==> config.mk <==
export PLATFORM = sky130hd
export DESIGN_NAME = spi_slave_sync
export DESIGN_NICKNAME = d
export VERILOG_FILES = /design/src/rtl/spi_slave_sync.sv
export SDC_FILE = /design/constraint.sdc
export NUM_CORES = 1
export LEC_CHECK = 0
export BUFFER_PORTS_ARGS = -buffer_cell sky130_fd_sc_hd__buf_4
export CAP_MARGIN = 10
export CORE_UTILIZATION = 50
export CTS_CLUSTER_DIAMETER = 80
export CTS_CLUSTER_SIZE = 8
export DETAILED_ROUTE_END_ITERATION = 12
export PLACE_DENSITY = 0.71
export SYNTH_ARGS = -nofsm -noshare
export SYNTH_HDL_FRONTEND = slang
export SYNTH_SLANG_ARGS = --single-unit
==> constraint.sdc <==
create_clock -name CLK -period 2.25 [get_ports CLK]
set_input_delay 0.225 -clock CLK [delete_from_list [all_inputs] [get_ports CLK]]
set_output_delay 0.225 -clock CLK [all_outputs]
set_load 0.1 [all_outputs]
==> src/rtl/spi_slave_sync.sv <==
// spi_slave_sync: CLK-domain SPI responder with synchronised pins, all CPOL/CPHA modes, one-deep TX holding register
module spi_slave_sync #(
  parameter int                DATA_W     = 8,
  parameter logic [DATA_W-1:0] DEFAULT_TX = '0
) (
  input  logic              CLK,
  input  logic              RST,
  input  logic              CPOL_IN,
  input  logic              CPHA_IN,
  input  logic              SCLK,
  input  logic              SS_N,
  input  logic              MOSI,
  output logic              MISO,
  output logic              MISO_OE,
  input  logic [DATA_W-1:0] TX_DATA,
  input  logic              TX_LOAD,
  output logic              TX_READY,
  output logic [DATA_W-1:0] RX_DATA,
  output logic              RX_VALID,
  output logic              TX_UNDERRUN,
  output logic              FRAME_ABORT
);
  localparam int CW = $clog2(DATA_W + 1);
  typedef enum logic [1:0] {WAIT_IDLE, IDLE, LOAD, SHIFT} state_t;
  state_t            state_q, state_d;
  logic [2:0]        sclk_q;
  logic [1:0]        ss_q, mosi_q;
  logic [CW-1:0]     cnt_q, cnt_d;
  logic [DATA_W-1:0] tx_q, tx_d, rx_q, rx_d, hold_q, hold_d, rx_data_q, rx_data_d, rx_next;
  logic              full_q, full_d, miso_q, miso_d, oe_q, oe_d, rxv_q, rxv_d;
  logic              und_q, und_d, abort_q, abort_d, cpol_q, cpol_d, cpha_q, cpha_d;
  logic              ss, lead, trail, sample_e, shift_e, reload;
  assign ss          = ss_q[1];
  assign lead        = sclk_q[2] == cpol_q && sclk_q[1] != cpol_q;
  assign trail       = sclk_q[2] != cpol_q && sclk_q[1] == cpol_q;
  assign sample_e    = cpha_q ? trail : lead;
  assign shift_e     = cpha_q ? lead : trail;
  assign rx_next     = {rx_q[DATA_W-2:0], mosi_q[1]};
  assign MISO        = miso_q;
  assign MISO_OE     = oe_q;
  assign TX_READY    = !full_q;
  assign RX_DATA     = rx_data_q;
  assign RX_VALID    = rxv_q;
  assign TX_UNDERRUN = und_q;
  assign FRAME_ABORT = abort_q;
  // next-state: frame FSM, shift registers, holding register and pulses
  always_comb begin
    state_d   = state_q;
    cnt_d     = cnt_q;
    tx_d      = tx_q;
    rx_d      = rx_q;
    hold_d    = hold_q;
    full_d    = full_q;
    miso_d    = miso_q;
    oe_d      = oe_q;
    rx_data_d = rx_data_q;
    cpol_d    = cpol_q;
    cpha_d    = cpha_q;
    rxv_d     = 1'b0;
    und_d     = 1'b0;
    abort_d   = 1'b0;
    reload    = 1'b0;
    if (TX_LOAD && !full_q) begin
      hold_d = TX_DATA;
      full_d = 1'b1;
    end
    case (state_q)
      WAIT_IDLE: state_d = ss ? IDLE : WAIT_IDLE;
      IDLE: if (!ss) begin
        state_d = LOAD;
        cpol_d  = CPOL_IN;
        cpha_d  = CPHA_IN;
      end
      LOAD: begin
        state_d = SHIFT;
        reload  = 1'b1;
      end
      SHIFT: if (ss) begin
        state_d = IDLE;
        oe_d    = 1'b0;
        miso_d  = 1'b0;
        abort_d = cnt_q != '0;
      end else begin
        if (shift_e) begin
          tx_d   = cnt_q == '0 ? tx_q : {tx_q[DATA_W-2:0], 1'b0};
          miso_d = cnt_q == '0 ? tx_q[DATA_W-1] : tx_q[DATA_W-2];
        end
        if (sample_e) begin
          rx_d  = rx_next;
          cnt_d = cnt_q + CW'(1);
          if (cnt_q == CW'(DATA_W - 1)) begin
            rx_data_d = rx_next;
            rxv_d     = 1'b1;
            reload    = 1'b1;
          end
        end
      end
      default: state_d = WAIT_IDLE;
    endcase
    if (reload) begin
      tx_d   = full_q ? hold_q : DEFAULT_TX;
      und_d  = !full_q;
      full_d = full_q ? 1'b0 : full_d;
      cnt_d  = '0;
      oe_d   = 1'b1;
      miso_d = cpha_q ? miso_d : tx_d[DATA_W-1];
    end
  end
  // state registers and pin synchronisers; ss chain resets low so a reset mid-frame waits for SS_N high
  always_ff @(posedge CLK) begin
    sclk_q <= {sclk_q[1:0], SCLK};
    mosi_q <= {mosi_q[0], MOSI};
    if (RST) begin
      ss_q      <= '0;
      state_q   <= WAIT_IDLE;
      cnt_q     <= '0;
      tx_q      <= '0;
      rx_q      <= '0;
      hold_q    <= '0;
      full_q    <= 1'b0;
      miso_q    <= 1'b0;
      oe_q      <= 1'b0;
      rx_data_q <= '0;
      rxv_q     <= 1'b0;
      und_q     <= 1'b0;
      abort_q   <= 1'b0;
      cpol_q    <= 1'b0;
      cpha_q    <= 1'b0;
    end else begin
      ss_q      <= {ss_q[0], SS_N};
      state_q   <= state_d;
      cnt_q     <= cnt_d;
      tx_q      <= tx_d;
      rx_q      <= rx_d;
      hold_q    <= hold_d;
      full_q    <= full_d;
      miso_q    <= miso_d;
      oe_q      <= oe_d;
      rx_data_q <= rx_data_d;
      rxv_q     <= rxv_d;
      und_q     <= und_d;
      abort_q   <= abort_d;
      cpol_q    <= cpol_d;
      cpha_q    <= cpha_d;
    end
  end
endmodule

After elaboration in Yosys (flattened, before gate mapping) --
Index checks and enable logic that the tools add are counted.
Storage, ports and cells: input bits 16, register bits after elaboration 52, output and inout bits 14
Operators by class: equal/unequal tests 12, reduce and logical (&&, ||, !) cells 20, bitwise logic cells 3, mux-type cells 28, $add $sub $neg 1
Operators by type and width (number):
- 8-bit two-way mux | 6
- 1-bit two-way mux | 18
- 2-bit one-hot mux with 4 select lines | 1
- 4-bit AND reduction | 2
- 2-bit inequality test (second input constant) | 3
- 2-bit AND reduction | 3
- 2-bit nonzero test | 3
- 2-bit OR reduction | 3
- 4-bit by 1-bit adder with 4-bit output (second input constant) | 1
- 2-bit equality test (second input constant) | 2
- 4-bit by 3-bit equality test with 1-bit output (second input constant) | 1
- 4-bit zero test | 1
- 2-bit two-way mux | 2
- 4-bit nonzero test | 1
- 1-bit logical AND | 3
- 1-bit NOT | 3
- 3-bit AND reduction | 1
- 3-bit OR reduction | 1
- 1-bit equality test | 2
- 2-bit by 1-bit equality test with 1-bit output (second input constant) | 1
- 2-bit zero test | 1
- 1-bit inequality test | 2
- 2-bit by 1-bit inequality test with 1-bit output (second input constant) | 1
- 1-bit one-hot mux with 2 select lines | 1
- 1-bit zero test | 1

Logic depth before layout (Yosys ltp) --
Gate-level depths: netlist of the first run.
depth after elaboration 8, depth in mapped cells 7

Worst setup path after synthesis of the first run --
OpenSTA, ideal clock, no wires.
path type register to register, start register state_q[0], end register miso_q, in the netlist MISO, buffers on the path 1, setup time 0.116 ns, stages on the path, launching flop included 8, arrival time 1.614 ns, setup slack 0.520 ns, period minus slack after synthesis 1.730 ns, path through dfxtp_1 -> ha_1 -> and4bb_2 -> mux2_4 -> a21oi_2 -> buf_4 -> nor2_1 -> o211a_1
Between the ends: cells in the longest elaborated chain, start to end 4, elaborated cells on any way between the ends 6
RTL lines:
- from (decl) | RTL line 25 | state_t state_q, state_d;
- from (signal assigned) | RTL line 131 | state_q <= state_d;
- 2-bit equality test | RTL line 67 | case (state_q)
- 1-bit two-way mux | RTL line 67
- 1-bit two-way mux | RTL line 106 | miso_d = cpha_q ? miso_d : tx_d[DATA_W-1];
- 1-bit two-way mux * | RTL line 100 | if (reload) begin
- to (signal assigned) | RTL line 137 | miso_q <= miso_d;
- to (decl) | RTL line 30 | logic full_q, full_d, miso_q, miso_d, oe_q, oe_d, rxv_q, rxv_d;
Every way passes the cells marked *; elsewhere a longest branch is shown, timed or not. A chain may end at the register's enable or synchronous reset.

Worst setup path after layout of the first run --
start register state_q[0], end register tx_q[3]
Between the ends: cells in the longest elaborated chain, start to end 4, elaborated cells on any way between the ends 9
RTL lines:
- 2-bit equality test | RTL line 67
- 1-bit one-hot mux with 2 select lines | RTL line 67
- 2-bit inequality test (no source line) (tied with other cells)
- 4-bit AND reduction (no source line)
- to (signal assigned) | RTL line 133 | tx_q <= tx_d;
- to (decl) | RTL line 29 | logic [DATA_W-1:0] tx_q, tx_d, rx_q, rx_d, hold_q, hold_d, rx_data_q, rx_data_d, rx_next;
Parallel ways exist; a longest one is shown, timed or not.

==> results of run 1 <==
[sequential cells by signal, summed over array words and instances (netlist names)]
name / count
RX_DATA: 8
FRAME_ABORT: 1
cpha_q: 1
cpol_q: 1
cnt_q: 4
rx_q: 7
MISO: 1
RX_VALID: 1
TX_UNDERRUN: 1
sclk_q: 3
MISO_OE: 1
ss_q: 2
tx_q: 8
mosi_q: 2
state_q: 2
hold_q: 8
full_q: 1
[layer usage]
metal  part of all wire (%)  GRT usage, %  vias up
met4                    1.7          7.18        0
met3                    4.3          6.16        5
met1                     49          23.8      698
li1                       -             -      814
met5                      0             0        -
met2                     45          28.5       26
[timing repair]
item	4_1_cts	5_1_grt
hold endpoints to repair	0	2
hold buffers	0	2
buffers inserted	0	0
setup endpoints to repair	0	0
[synthesized netlist by cell type (all sizes together), types with 2 or more instances]
master,instances
nand2b,3
nor3,7
inv,8
nor2b,5
nand3,3
a211oi,8
ha,6
nor2,16
buf,6
clkbuf,6
mux2i,20
nand3b,2
and4bb,2
mux2,2
nand2,35
a21oi,30
o21ai,3
dfxtp,52
[cell usage in the layout, fill, tap and decap left out]
cell type,instances
bufinv_16,1
or4_1,1
nand2b_1,3
clkbuf_8,5
dfxtp_1,52
nand3_1,3
nor2_1,15
nor2b_1,5
mux2_4,1
inv_1,8
a21oi_1,29
nor2_4,1
dlygate4sd3_1,2
clkinv_2,1
nand3b_1,2
a31oi_1,1
nor3b_1,1
mux2_2,1
a211oi_2,2
clkinvlp_4,1
a211o_1,1
o211a_1,1
xnor2_2,1
xor2_1,1
o21ai_0,3
nor3_1,7
or2_2,1
and4bb_2,2
nand2_1,35
o311ai_0,1
a211oi_1,6
buf_4,32
a21oi_2,1
ha_1,6
mux2i_1,20
[layout make-up]
class                   instances  area, sq um  area share [%]
multi-input cells             151          960            38.9
flip-flops and latches         52         1040            42.2
well taps                      50         62.6            2.54
repair buffers                 34          260            10.6
clock buffers                   5         68.8            2.79
inverters                       8         30.0            1.22
clock inverters                 3         42.5            1.73
[kinds of logic after synthesis]
kind of cell / share of synthesized area, %
flops: 49.9
compound gates: 13.1
fa+ha+maj: 3.60
simple gates: 17.3
mux: 10.9
buf+inv: 4.08
xor+xnor: 1.20
[through the flow]
step / utilization, % / total power [uW] / setup slack (ns) / cells / hold WS (ns)
4_1_cts: 61.1 / 1780 / 0.261 / 301 / 0.00456
2_1_floorplan: - / 1100 / 0.520 / 223 / 0.253
5_1_grt: 61.6 / 1840 / 0.148 / 303 / 0.127
6_report: 61.6 / 1760 / 0.270 / 303 / 0.133
3_5_place_dp: 58.3 / 1150 / 0.293 / 293 / 0.314
3_3_place_gp: 58.3 / 1150 / 0.346 / 293 / 0.311
[worst max-delay path, stage by stage, from the launching register on]
cell and delay (ns):
dfxtp_1 0.35, ha_1 0.26, and4bb_2 0.25, mux2_4 0.33, a21oi_2 0.14, buf_4 0.24
a21oi_1 0.07, a211oi_1 0.24
[worst max path at each step]
stage | start | to | slack (ns) | cells past startpoint
final | state_q[0] | tx_q[3] | 0.27 | 7
after global routing | state_q[0] | tx_q[6] | 0.15 | 7
after CTS | state_q[0] | tx_q[3] | 0.26 | 7
after detailed placement | state_q[0] | tx_q[3] | 0.29 | 7
after global placement | state_q[0] | MISO | 0.35 | 7
after floorplan | state_q[0] | MISO | 0.52 | 7
[power groups by stage]
stage	clock (uW)	combinational (uW)	sequential, uW
3_5_place_dp	0	152	997
5_1_grt	692	168	980
2_1_floorplan	0	89.8	1010
3_3_place_gp	0	151	996
6_report	633	155	975
4_1_cts	649	154	975
==> results by group, run 1 <==
Status
  – Status: complete, no violations

Routing
  – WL per Instance: 12.3 um
  – DR iter-0 viols: 65
  – Drt first pass iters: 4
  – DR vias: 1543
  – Avg Vias per Cell: 5.09
  – DRT antenna net count: 0
  – Drt total wl: 3.71 mm
  – DRC viols: 0

Floorplanning
  – Die area: 4430 sq um
  – Io pins: 30
  – Row Count: 23
  – Core area: 4000 sq um
  – Die boundary height: 66.6 um
  – Die Wd: 66.6 um
  – Initial core utilization: 52.1%

Clocking
  – TritonCTS clock tree: done
  – PostCTS Resize Cnt: 0
  – Num CTS Buffers: 5
  – Clk Latency, worst-skew pair: 0.31 ns
  – H-tree levels: 2
  – Root Driver: clkbuf_8
  – Clock sink count: 52
  – Max Root-Sink Buffers: 2
  – CTS clk-pin slew, worst paths: 0.09 ns

Power
  – Flop pwr share: 55.3%
  – P_int: 1340 uW
  – Leakage power figure: 0.00102 uW
  – PwrDens: 715 nW/um^2
  – Switching part of the total: 24.1%
  – Gate power share: 8.8%
  – Clk network pwr share: 35.9%
  – Switching Power: 426 uW
  – Peak supply drop: 547 uV

Global route
  – Number of global-route vias before repair: 1362
  – First-pass GRT wire length: 6.11 mm
  – Largest net degree at the start of global routing: 47
  – Initial antenna violation count: 0
  – Grt ovf: 0
  – GRT Total Usage: 18.6%

Logic synthesis
  – Synth Instances: 223
  – Synth Warn #: 0
  – Syn Nets: 245
  – Area of the mapped netlist: 2090 sq um
  – Synth Flop Type: dfxtp_1
  – Syn avg cell area: 9.35 sq um
  – Number of synthesized flops with an enable pin: 0
  – Sequential fraction of the synthesis area: 49.9%
  – Async set or reset register ratio after synthesis: 0%
  – Synth area leader: dfxtp_1
  – Synth area leaders: dfxtp_1 (50%), mux2i_1 (9.6%), a21oi_1 (7.0%)
  – Yosys top cell area share: 49.9%
  – Flops & latches, synth: 52
  – Netlist cell types: 32

Setup path
  – Flop2flop setup slack: 0.27 ns
  – Worst Setup End Kind: flop
  – Reg2reg path depth: 7
  – Peak fanout along the critical path: 21
  – FF-to-FF Start: state_q[0]
  – Startpoint types: flop
  – Worst EP required: 2.47 ns
  – Setup Crit Path Kind: flop to flop
  – Worst path arrival time: 2.20 ns
  – R2r endpoint: tx_q[3]

Timing
  – Slew @ Worst Pin: 0.560 ns
  – RSZ-0062 raised after global routing: no
  – Final min period: 1.98 ns
  – Final-report setup violation count: 0
  – Final hold vios: 0
  – Setup TNS: 0 ns
  – Peak Freq: 505 MHz
  – Worst slew margin: 61.6%
  – Tcrit/Tclk final: 88.0%
  – Max Slew Vio Count: 0
  – Clock skew: 0.00830 ns

Placement
  – Placed inst area: 2330 sq um
  – PortBufs: 29
  – Gpl congestion: 0.780
  – Dpl hpwl: 2.45 mm

Hold path
  – WHS Path Cells: 2
  – Worst Min Path Start: SS_N
  – Hold/Removal Path Class: primary input to flop
  – Hold EP: ss_q[0]

Cells and area
  – Layout net count: 274
  – Layout area overhead: 18.2%
  – Design area: 2460 sq um
  – Share of cells above drive strength 1: 19.8%
  – FILL cells: 371
  – Antenna Diode Count: 0

Run
  – Max-cap violations: 0
No activity file was read; power rests on OpenSTA's default activity.
==> inputs of run 2 (changes only) <==
- CORE_UTILIZATION: 50 -> 51
- PLACE_DENSITY: 0.71 -> 0.72
==> results by group, run 2 (synthesized netlist as in run 1, its figures left out) <==
Routing
  – Drt total wl: 3.67 mm
  – DR vias: 1553
  – DRC viols: 0
  – WL per Instance: 12.3 um
  – DR iter-0 viols: 68
  – DRT antenna net count: 0
  – Avg Vias per Cell: 5.21
  – Drt first pass iters: 4

Setup path
  – Worst Setup End Kind: flop
  – Startpoint types: flop
  – Reg2reg path depth: 7
  – Worst path arrival time: 2.18 ns
  – R2r endpoint: tx_q[4]
  – FF-to-FF Start: state_q[0]
  – Peak fanout along the critical path: 21
  – Flop2flop setup slack: 0.28 ns
  – Setup crit start: state_q[0]
  – Setup Crit Path Kind: flop to flop
  – Worst EP required: 2.46 ns
  – CP Capture Point: tx_q[4]

Timing
  – Final hold vios: 0
  – Peak Freq: 508 MHz
  – Setup TNS: 0 ns
  – Max Slew Vio Count: 0
  – Worst slew margin: 60.5%
  – RSZ-0062 raised after global routing: no
  – Slew @ Worst Pin: 0.592 ns
  – Tcrit/Tclk final: 87.6%
  – Final min period: 1.97 ns
  – Clock skew: 0.00939 ns
  – Final-report setup violation count: 0

Global route
  – GR Layer Usage met3: 4.66%
  – Largest net degree at the start of global routing: 47
  – Grt peak-use layer: met2
  – Initial antenna violation count: 0
  – Number of global-route vias before repair: 1338
  – Grt ovf: 0
  – GRT Total Usage: 18.3%
  – Met2 Use GR: 26.7%
  – First-pass GRT wire length: 6.05 mm
  – Met1 usage: 25.4%

Cells and area
  – Area of the multi-input gates: 960 sq um
  – Design area: 2420 sq um
  – Layout area overhead: 16.1%
  – Register area: 1040 sq um
  – Commonest cells after routing, fill and taps aside: dfxtp_1 (52), nand2_1 (35), buf_4 (32), a21oi_1 (29), mux2i_1 (20)
  – Antenna Diode Count: 0
  – FILL cells: 338
  – Final Non-Filler Cells: 298
  – Commonest non-fill, non-tap cell in the layout: dfxtp_1
  – Share of cells above drive strength 1: 19.6%
  – Layout net count: 272

Power
  – PwrDens: 685 nW/um^2
  – Peak supply drop: 447 uV
  – Leakage power figure: 0.00101 uW
  – Power consumption: 1660 uW
  – P_int: 1250 uW
  – Switching Power: 407 uW
  – Switching part of the total: 24.6%
  – Gate power share: 9.2%
  – Clk network pwr share: 32.0%
  – Flop pwr share: 58.8%

Placement
  – Dpl hpwl: 2.50 mm
  – PortBufs: 29
  – Gpl congestion: 0.766
  – Placed Instances: 291
  – Placed inst area: 2330 sq um

Floorplanning
  – Initial core utilization: 54.9%
  – Core area: 3800 sq um
  – Die boundary height: 66.0 um
  – Row Count: 22
  – Die Wd: 66.0 um
  – Die area: 4350 sq um
  – Io pins: 30

Clocking
  – H-tree levels: 2
  – Clock sink count: 52
  – Num CTS Buffers: 5
  – CTS clk-pin slew, worst paths: 0.09 ns
  – Post-CTS setup buffer count: 0
  – TritonCTS clock tree: done
  – Root Driver: clkbuf_8
  – Clk Latency, worst-skew pair: 0.30 ns
  – Max Root-Sink Buffers: 2
  – PostCTS Resize Cnt: 0
  – Hold buffer count at CTS: 0

Hold path
  – Hold/Removal Path Class: primary input to flop

Run
  – Max-cap violations: 0

Status
  – Status: complete, no violations
-- run 2: worst min path at each step --
stage	start	end	cells after the start
global placement	mosi_q[0]	mosi_q[1]	0
finish	MOSI	mosi_q[0]	1
floorplan	MOSI	mosi_q[0]	0
global route	MOSI	mosi_q[0]	1
CTS	MOSI	mosi_q[0]	1
detailed placement	sclk_q[0]	sclk_q[1]	0
-- run 2: worst max-delay path, cell delays in order (launching register included) --
cell and delay, ns:
dfxtp_1 0.34, ha_1 0.26, and4bb_2 0.25, mux2_4 0.34
a21oi_2 0.14, buf_4 0.24, a21oi_1 0.08, a211oi_1 0.24
-- run 2: layout make-up --
type | instances | area share [%]
clock buffer | 6 | 3.41
clock inverter | 1 | 0.362
inverter | 8 | 1.24
multi-input combinational | 151 | 39.6
sequential | 52 | 43.0
tap | 48 | 2.48
timing repair buffer | 32 | 9.92
-- run 2: metal layers --
metal  wire [um]  share of wire (%)
met1        1880                 51
met2        1610                 44
met3         126                3.4
met4          53                1.4
met5           0                  0
-- run 2: power by group through the flow --
stage                     sequential [uW]  combinational (uW)  clock [uW]
after floorplan                      1010                89.8           0
after global placement                996                 151           0
after detailed placement              996                 153           0
after CTS                             974                 154         546
after global routing                  979                 166         592
final                                 975                 153         531
-- run 2: stage by stage --
| step | utilization, % | setup slack [ns] | hold WS, ns |
|---|---|---|---|
| after floorplan | - | 0.520 | 0.253 |
| after global placement | 61.4 | 0.358 | 0.311 |
| after detailed placement | 61.4 | 0.307 | 0.315 |
| after CTS | 63.8 | 0.268 | 0.0151 |
| after global routing | 63.8 | 0.178 | 0.00130 |
| final | 63.8 | 0.280 | 0.0210 |
==> inputs of run 3 (changes only) <==
- BUFFER_PORTS_ARGS: -buffer_cell sky130_fd_sc_hd__buf_4 -> -buffer_cell sky130_fd_sc_hd__buf_2
- CORE_MARGIN: unset -> 5
==> results by group, run 3 (synthesized netlist as in run 1, its figures left out) <==
Setup path
  – Reg2reg path depth: 7
  – Setup crit start: state_q[0]
  – Worst EP required: 2.47 ns
  – FF-to-FF Start: state_q[0]
  – Worst path arrival time: 2.19 ns
  – Peak fanout along the critical path: 21
  – R2r endpoint: tx_q[5]
  – Flop2flop setup slack: 0.28 ns
  – Startpoint types: flop
  – Worst Setup End Kind: flop
  – Setup Crit Path Kind: flop to flop

Floorplanning
  – Die area: 5470 sq um
  – Core area: 3970 sq um
  – Die boundary height: 74.0 um
  – Die Wd: 74.0 um
  – Io pins: 30
  – Row Count: 23
  – Initial core utilization: 52.5%

Clocking
  – Clk Latency, worst-skew pair: 0.30 ns
  – Num CTS Buffers: 5
  – H-tree levels: 2
  – CTS clk-pin slew, worst paths: 0.10 ns
  – Post-CTS setup buffer count: 0
  – TritonCTS clock tree: done
  – Root Driver: clkbuf_8
  – Hold buffer count at CTS: 0
  – Clock sink count: 52
  – PostCTS Resize Cnt: 0
  – Max Root-Sink Buffers: 2

Timing
  – RSZ-0062 raised after global routing: no
  – Slew @ Worst Pin: 0.618 ns
  – Setup TNS: 0 ns
  – Hold_ws: 0.0137 ns
  – Final hold vios: 0
  – Clock skew: 0.00598 ns
  – Final min period: 1.97 ns
  – Final-report setup violation count: 0
  – Tcrit/Tclk final: 87.6%
  – Max Slew Vio Count: 0
  – Peak Freq: 508 MHz
  – Worst slew margin: 58.7%

Global route
  – First-pass GRT wire length: 6.56 mm
  – Largest net degree at the start of global routing: 28
  – Grt ovf: 0
  – Number of global-route vias before repair: 1500
  – GRT Total Usage: 15.4%
  – Initial antenna violation count: 0

Routing
  – DRC viols: 0
  – Drt total wl: 3.81 mm
  – DRT antenna net count: 0
  – Drt first pass iters: 4
  – DR iter-0 viols: 87
  – Avg Vias per Cell: 5.07
  – DR vias: 1535
  – WL per Instance: 12.6 um

Placement
  – Gpl congestion: 0.692
  – PortBufs: 29
  – Dpl hpwl: 2.70 mm

Hold path
  – WHS Path Cells: 1
  – Hold/Removal Path Class: primary input to flop
  – Worst Min Path Start: SCLK
  – Hold EP: sclk_q[0]

Status
  – Status: complete, no violations

Cells and area
  – FILL cells: 355
  – Layout net count: 274
  – Register area: 1040 sq um
  – Commonest non-fill, non-tap cell in the layout: dfxtp_1
  – Antenna Diode Count: 0
  – Share of cells above drive strength 1: 20.2%
  – Layout area overhead: 14.9%
  – Commonest cells after routing, fill and taps aside: dfxtp_1 (52), nand2_1 (35), a21oi_1 (29), buf_2 (29), mux2i_1 (20)
  – Area of the multi-input gates: 960 sq um

Run
  – Max-cap violations: 0

Power
  – Leakage power figure: 0.00102 uW
  – Peak supply drop: 505 uV
  – PwrDens: 742 nW/um^2
## run 3: how the worst max path moves through the flow
stage                     cells after the start      end
final                                         7  tx_q[5]
after global routing                          7  tx_q[1]
after CTS                                     7  tx_q[5]
after detailed placement                      7  tx_q[5]
after global placement                        7     MISO
after floorplan                               7     MISO
## run 3: final cells by class
| class | count | area share, % |
|---|---|---|
| Clock buffer | 5 | 2.87 |
| Clock inverter | 3 | 2.09 |
| Inverter | 8 | 1.25 |
| Multi-Input combinational cell | 151 | 40.0 |
| Sequential cell | 52 | 43.4 |
| Tap cell | 50 | 2.61 |
| Timing Repair Buffer | 34 | 7.72 |
## run 3: critical path: stages, from the launching register on
cell      delay, ns
dfxtp_1        0.35
ha_1           0.27
and4bb_2       0.25
mux2_4         0.33
a21oi_2        0.15
buf_4          0.24
a21oi_1        0.08
a211oi_1       0.22
## run 3: through the flow
| stage | total power (uW) | cell area, sq um | instances | util, % | setup WS [ns] |
|---|---|---|---|---|---|
| global placement | 1140 | 2270 | 294 | 57.1 | 0.349 |
| floorplan | 1100 | 2090 | 223 | - | 0.520 |
| global route | 1860 | 2400 | 303 | 60.4 | 0.113 |
| CTS | 1800 | 2390 | 302 | 60.1 | 0.275 |
| detailed placement | 1140 | 2270 | 294 | 57.1 | 0.293 |
| finish | 1780 | 2400 | 303 | 60.4 | 0.280 |
## run 3: metal layers
layer  share of wire [%]  vias up  track usage [%]
li1                    -      814                -
met4                 1.7        0             6.44
met1                  49      694             19.9
met2                  46       20             24.2
met3                 3.3        7             4.19
met5                   0        -                0
## run 3: report_power, final
part / switching [uW] / leakage, uW / internal (uW)
sequential: 23.5 / 0.000423 / 950
combinational: 97.8 / 0.000535 / 48.0
clock: 317 / 0.0000607 / 343
